File: src/rtl/card_dealer.sv
// Deals one card per request from an external synchronous deck RAM (2-cycle read latency)
// and decodes it into rank/suit/blackjack points. Optional cut card: define CARD_DEALER_CUTCARD_EN.
module card_dealer (
  input  logic       Clock,
  input  logic       resetn,
  input  logic       deal,
  input  logic       newDeck,
  input  logic       shuffleOn,
  input  logic [5:0] DataOut,
  output logic [5:0] Address,
  output logic       busy,
  output logic       cardValid,
  output logic [5:0] card,
  output logic [3:0] rank,
  output logic [1:0] suit,
  output logic [3:0] points,
  output logic [5:0] cardsLeft,
  output logic       deckEmpty,
  output logic       badCard,
  output logic       cutReached,
  output logic [1:0] dbg_state
);

  typedef enum logic [1:0] {IDLE = 2'd0, ADDR = 2'd1, WAIT = 2'd2, LATCH = 2'd3} state_t;

  state_t     state;
  logic [5:0] ptr;
  logic       new_pend;
  logic [5:0] ptr_inc;
  logic       rewind;
  logic       abort;
  logic       ptr_clear;
  logic       ptr_step;
  logic [5:0] rem;

  assign dbg_state = state;
  assign cardsLeft = 6'd52 - ptr;
  assign deckEmpty = (ptr == 6'd52);
  assign ptr_inc   = (ptr >= 6'd52) ? 6'd52 : ptr + 6'd1;

  // A newDeck seen mid-read is held until the read retires, then wins over the increment.
  assign rewind    = newDeck | new_pend;
  assign abort     = ((state == ADDR) || (state == WAIT)) && shuffleOn;
  assign ptr_clear = ((state == IDLE) && newDeck) || (((state == LATCH) || abort) && rewind);
  assign ptr_step  = (state == LATCH) && !rewind;

  always_ff @(posedge Clock or negedge resetn) begin
    if (!resetn) begin
      state     <= IDLE;
      ptr       <= 6'd0;
      new_pend  <= 1'b0;
      Address   <= 6'h3f;
      busy      <= 1'b0;
      cardValid <= 1'b0;
      card      <= 6'd0;
      badCard   <= 1'b0;
    end else begin
      cardValid <= 1'b0;
      if (ptr_clear) begin
        ptr     <= 6'd0;
        badCard <= 1'b0;
      end else if (ptr_step) begin
        ptr <= ptr_inc;
        if (DataOut > 6'd51) badCard <= 1'b1;
      end
      case (state)
        IDLE: begin
          if (deal && !shuffleOn && !deckEmpty) begin
            state   <= ADDR;
            busy    <= 1'b1;
            Address <= newDeck ? 6'd0 : ptr;
          end
        end
        ADDR, WAIT: begin
          if (shuffleOn) begin
            state    <= IDLE;
            busy     <= 1'b0;
            Address  <= 6'h3f;
            new_pend <= 1'b0;
          end else begin
            if (newDeck) new_pend <= 1'b1;
            if (state == ADDR) begin
              state <= WAIT;
            end else begin
              state   <= LATCH;
              Address <= 6'h3f;
            end
          end
        end
        LATCH: begin
          state     <= IDLE;
          busy      <= 1'b0;
          cardValid <= 1'b1;
          card      <= DataOut;
          new_pend  <= 1'b0;
        end
        default: state <= IDLE;
      endcase
    end
  end

  // Divider-free decode: peel off whole suits of 13, remainder gives the rank.
  always_comb begin
    rem    = card;
    suit   = 2'd0;
    rank   = 4'd0;
    points = 4'd0;
    if (card <= 6'd51) begin
      if (card >= 6'd39) begin
        suit = 2'd3;
        rem  = card - 6'd39;
      end else if (card >= 6'd26) begin
        suit = 2'd2;
        rem  = card - 6'd26;
      end else if (card >= 6'd13) begin
        suit = 2'd1;
        rem  = card - 6'd13;
      end
      rank   = rem[3:0] + 4'd1;
      points = (rank > 4'd10) ? 4'd10 : rank;
    end
  end

`ifdef CARD_DEALER_CUTCARD_EN
  // Fewer than 13 cards left means ptr has reached 40.
  always_ff @(posedge Clock or negedge resetn) begin
    if (!resetn) begin
      cutReached <= 1'b0;
    end else if (ptr_clear) begin
      cutReached <= 1'b0;
    end else if (ptr_step && (ptr_inc >= 6'd40)) begin
      cutReached <= 1'b1;
    end
  end
`else
  assign cutReached = 1'b0;
`endif

endmodule

File: config.mk
export PLATFORM = sky130hd
export DESIGN_NAME = card_dealer
export DESIGN_NICKNAME = d
export VERILOG_FILES = /design/src/rtl/card_dealer.sv
export SDC_FILE = /design/constraint.sdc
export NUM_CORES = 1
export LEC_CHECK = 0
export BUFFER_PORTS_ARGS = -buffer_cell sky130_fd_sc_hd__buf_2
export CORE_MARGIN = 2
export CORE_UTILIZATION = 56
export CTS_CLUSTER_SIZE = 20
export DETAILED_ROUTE_END_ITERATION = 12
export PLACE_DENSITY = 0.89
export REMOVE_ABC_BUFFERS = 1
export SYNTH_ARGS = -nofsm -noshare
export SYNTH_HDL_FRONTEND = slang
export SYNTH_SLANG_ARGS = --single-unit
File: constraint.sdc
create_clock -name Clock -period 4.2 [get_ports Clock]
set_input_delay 0.21 -clock Clock [delete_from_list [all_inputs] [get_ports Clock]]
set_output_delay 0.21 -clock Clock [all_outputs]
set_load 0.005 [all_outputs]
Word-level counts from Yosys, hierarchy flattened
Cells that the tools add are included.
{"block": "word_totals", "reg_bits": 24, "output_inout_bits": 35, "word_cells": 85, "input_bits": 11}
{"block": "op_classes", "reduce_logical": 22, "addsub": 6, "mux": 33, "bitwise": 1, "eq_ne": 8, "order_cmp": 7}
{"cell": "$mux W6", "count": 7}
{"cell": "$mux W4", "count": 7}
{"cell": "$ge A6 B6 Y1 const B", "count": 2}
{"cell": "$pmux W6 S2", "count": 1}
{"cell": "$mux W1", "count": 10}
{"cell": "$mux W2", "count": 5}
{"cell": "$reduce_bool A2 Y1", "count": 4}
{"cell": "$sub A4 B4 Y4 const B", "count": 2}
{"cell": "$add A6 B1 Y6 const B", "count": 1}
{"cell": "$eq A6 B6 Y1 const B", "count": 1}
{"cell": "$ge A6 B4 Y1 const B", "count": 1}
{"cell": "$ge A6 B5 Y1 const B", "count": 1}
{"cell": "$gt A6 B6 Y1 const B", "count": 1}
{"cell": "$le A6 B6 Y1 const B", "count": 1}
{"cell": "$logic_and A1 B1 Y1", "count": 6}
{"cell": "$ne A3 B3 Y1 const B", "count": 2}
{"cell": "$pmux W2 S3", "count": 1}
{"cell": "$reduce_and A2 Y1", "count": 3}
{"cell": "$sub A6 B6 Y6 const A", "count": 1}
{"cell": "$add A4 B1 Y4 const B", "count": 1}
{"cell": "$eq A2 B2 Y1 const B", "count": 2}
{"cell": "$gt A4 B4 Y1 const B", "count": 1}
{"cell": "$sub A4 B3 Y4 const B", "count": 1}
{"cell": "$logic_not A1 Y1", "count": 3}
{"cell": "10 further kinds", "count": 12}

Depth between registers and ports, before layout
{"block": "depth", "word_depth": 9, "mapped_depth": 12, "depth_no_buf": 12}

Least setup slack after synthesis
Ideal clock, no wire load.
{"block": "synth_path", "path_type": "reg2out", "start": "register card[0]", "end": "output port points[2]", "required_ps": 3990, "slack_ps": 1556, "arrival_ps": 2434, "path_stages_with_launch": 13, "n_path_buf": 0, "path_cell_list": "dfrtp_1 -> inv_1 -> ha_1 -> nor2b_1 -> o21ai_2 -> mux2_4 -> a221o_1 -> inv_1 -> ha_1 -> xnor2_1 -> or2_1 -> inv_1 -> and2_1"}
{"block": "synth_via", "elab_chain_len": 9, "word_cells_on_any_way": 15, "classes_between": "add/sub: 4; order compare: 5; mux: 6"}
{"element": "start, declared", "line_no": "13", "text": "output logic [5:0] card,"}
{"element": "start signal, assigned", "line_no": "94", "text": "card <= DataOut;"}
{"element": "$ge A6 B4 Y1 / $sub A4 B4 Y4 (equally long branches)", "line_no": "115, 117"}
{"element": "$mux W4", "line_no": "115", "text": "end else if (card >= 6'd13) begin"}
{"element": "$mux W4", "line_no": "112", "text": "end else if (card >= 6'd26) begin"}
{"element": "$mux W4", "line_no": "109", "text": "if (card >= 6'd39) begin"}
{"element": "$mux W4", "line_no": "108", "text": "if (card <= 6'd51) begin"}
{"element": "$add A4 B1 Y4", "line_no": "119", "text": "rank = rem[3:0] + 4'd1;"}
{"element": "$gt A4 B4 Y1", "line_no": "120", "text": "points = (rank > 4'd10) ? 4'd10 : rank;"}
{"element": "$mux W4", "line_no": "120"}
{"element": "$mux W4 *", "line_no": "108"}
{"element": "end, declared", "line_no": "16", "text": "output logic [3:0] points,"}
Mark *: on every way between the ends. The rest lies on a longest branch, timed or not. The select of a mux whose other input is x is not followed.

Worst setup path in the final report
Same ends and word-level chain as after synthesis.

==> impl_metrics.toml <==
[drt]
vias_per_cell = 5.59
ant_nets = 0
vias = 1498
wl_per_cell_um = 13.2
drtIter0Drc = 65
route.final.wire_length_um = 3530
firstDrtPassIters = 4
route.detailed.drc = 0

[cells_and_area]
layout.nets = 262
final_cells = 268
layout-drive-gt1-share_pct = 28.9
diodes = 0
design_area_mm2 = 0.00197
area_delta_synth_final_pct = 14.3

[global_route]
first_global_vias = 1388
grt_usage_pct = 21.6
grt_max_degree = 25
overflow = 0
antenna_found_initial = 0
grt_pass1_wl_um = 5860

[critical_path]
r2r_cells = 6
crit_arrival_ps = 3010
crit_fanout = 7
cp.required_ps = 3990
rr_startpoint = "dbg_state[0]"
r2r_slack_ps = 1760
regToRegEndpoint = "Address[0]"
start_kind = "register"
worst-setup-path-type = "register to output pin"
worstSetupEndpointType = "output pin"

[run_status]
status = "completed"

[timing]
whs_ps = 109
slew_headroom_pct = 25.1
period_share_pct = 76.8
setup_viol_count_final = 0
layout_min_cycle_time_ps = 3220
final-hold-violation-count = 0
finalMaxSlewViolations = 0
fin_skew_ps = 2.87
rsz0062_at_grt = "no"
finalSetupTns_ps = 0
fmax_mhz = 310
tightest_slew_ps = 1120

[synthesis]
ys_seq_elements = 24
yosysMostFrequentCell = "nor2_1"
avgSynthCellArea_um2 = 8.78
syn_area_mm2 = 0.00172
synth_cells = 196
synth_flop_cell = "dfrtp_1"
yosys.area.top_type = "dfrtp_1"
synth_top_cells_by_count = "25 x nor2_1, 18 x dfrtp_1, 17 x a21oi_1, 17 x inv_1, 16 x nand2_1"
synthDistinctLibCells = 52
async_reset_ff_share_pct = 100
synthDominantCellAreaShare_pct = 26.2
ys_warn_count = 0
synth_edf_count = 0
seq_area_frac_synth_pct = 35.3
synth_area_leaders = "dfrtp_1 26%, ha_1 11%, dfstp_2 9.2%"

[clocking]
clockRootBuffer = "clkbuf_4"
clkTransAtPathRegs_ps = 120
ctsResizeCount = 0
cts_buffers = 3
cts_max_level = 1
clkSinkCount = 24
clockBufferDepth = 2
holdBufCountCts = 1
cts_setup_buffers = 0
cts_tree = "built"
insertion_delay_ps = 310

[place]
dp_hpwl_um = 2820
place_congestion = 0.870
io_buffers = 44
dp_cells = 263
post_dp_cell_area_mm2 = 0.00193

[min_path]
hold_path.class = "primary input to register"
whs_path_depth = 3
min_from = "DataOut[0]"
whs_endpoint = "card[0]"

[power]
comb_power_share_pct = 70.5
vdd_drop_max_uv = 460
p_sw_share_pct = 46.8
p_int_mw = 1.02
p_clk_share_pct = 5.3
power.leakage_nw = 0.958
power_mw = 1.92
share_seq_of_total_power_pct = 24.2
power_density_mw_per_mm2 = 977
p_switching_mw = 0.899

[floorplan]
coreArea_mm2 = 0.00298
die_y_um = 59.4
row_count = 20
die_w_um = 59.4
start_util_pct = 57.8
num_io_pins = 46
die-area_mm2 = 0.00353

[job]
cap_viol_max_count = 0
## area by class of cell
cell class                 count  area [um2]
fill                         257        1010
multi-input combinational    145         997
sequential                    24         608
timing repair buffer          45         230
inverter                      17        63.8
tap                           33        41.3
clock buffer                   4        26.3
## cells in the final DEF (no fill, tap or decap), drive strengths merged, types with 2 or more instances in the layout
master	count
buf	44
nor2	26
dfrtp	18
inv	17
a21oi	17
nand2	17
ha	15
o21ai	14
dfstp	6
nor3	5
xnor2	5
nand3	4
mux2	4
clkbuf	4
xor2	3
a211oi	3
nor2b	2
o211a	2
a22o	2
and2	2
o22ai	2
o211ai	2
## power by group through the flow
stage | clock network, mW | logic, mW | registers (mW)
floorplan | 0 | 0.909 | 0.452
global placement | 0 | 1.32 | 0.461
detailed placement | 0 | 1.36 | 0.467
CTS | 0.106 | 1.37 | 0.464
global route | 0.114 | 1.53 | 0.482
finish | 0.103 | 1.35 | 0.464
## kinds of logic after synthesis
group | after synthesis | synth area share [%]
adders and majority gates | 15 | 10.9
xor gates and xnor gates | 8 | 5.38
DFF | 24 | 35.3
buffers and inverters | 27 | 6.69
AOI/OAI and AO/OA | 54 | 20.9
and+or+nand+nor | 63 | 17.7
muxes | 4 | 2.84
other | 1 | 0.218
## metrics by stage
stage / setup WS, ps / util, %
2_1_floorplan: 1560 / -
3_3_place_gp: 1440 / 64.8
3_5_place_dp: 1320 / 64.8
4_1_cts: 958 / 66.1
5_1_grt: 772 / 66.1
6_report: 975 / 66.1
## critical path, cell delays in order, from the launching register on
cell and delay [ps]:
dfrtp_1 520, inv_1 120, ha_1 240, nor2b_1 150, o21ai_2 190, mux2_4 320, a221o_1 360, inv_1 70
ha_1 150, xnor2_1 80, or2_1 230, inv_1 70, and2_1 110, buf_2 100
## metal layers
metal / global-route usage, % / wire length (um) / vias up / part of all wire [%]
met4: 9.42 / 48 / 0 / 1.4
met5: 0 / 0 / - / 0
met1: 26.0 / 1530 / 691 / 43
met3: 1.53 / 158 / 6 / 4.5
met2: 39.1 / 1790 / 49 / 51
li1: - / - / 752 / -
## worst max-delay path by stage
stage / endpoint / start
2_1_floorplan: points[2] / card[0]
5_1_grt: points[1] / card[0]
3_3_place_gp: points[2] / card[1]
4_1_cts: points[2] / card[0]
6_report: points[2] / card[0]
3_5_place_dp: points[2] / card[0]
## sequential cells by signal, summed over array words and instances, names as in the netlist
signal,cells
Address,6
dbg_state,2
busy,1
new_pend,1
badCard,1
ptr,6
card,6
cardValid,1
(Power assumes the default switching activity.)
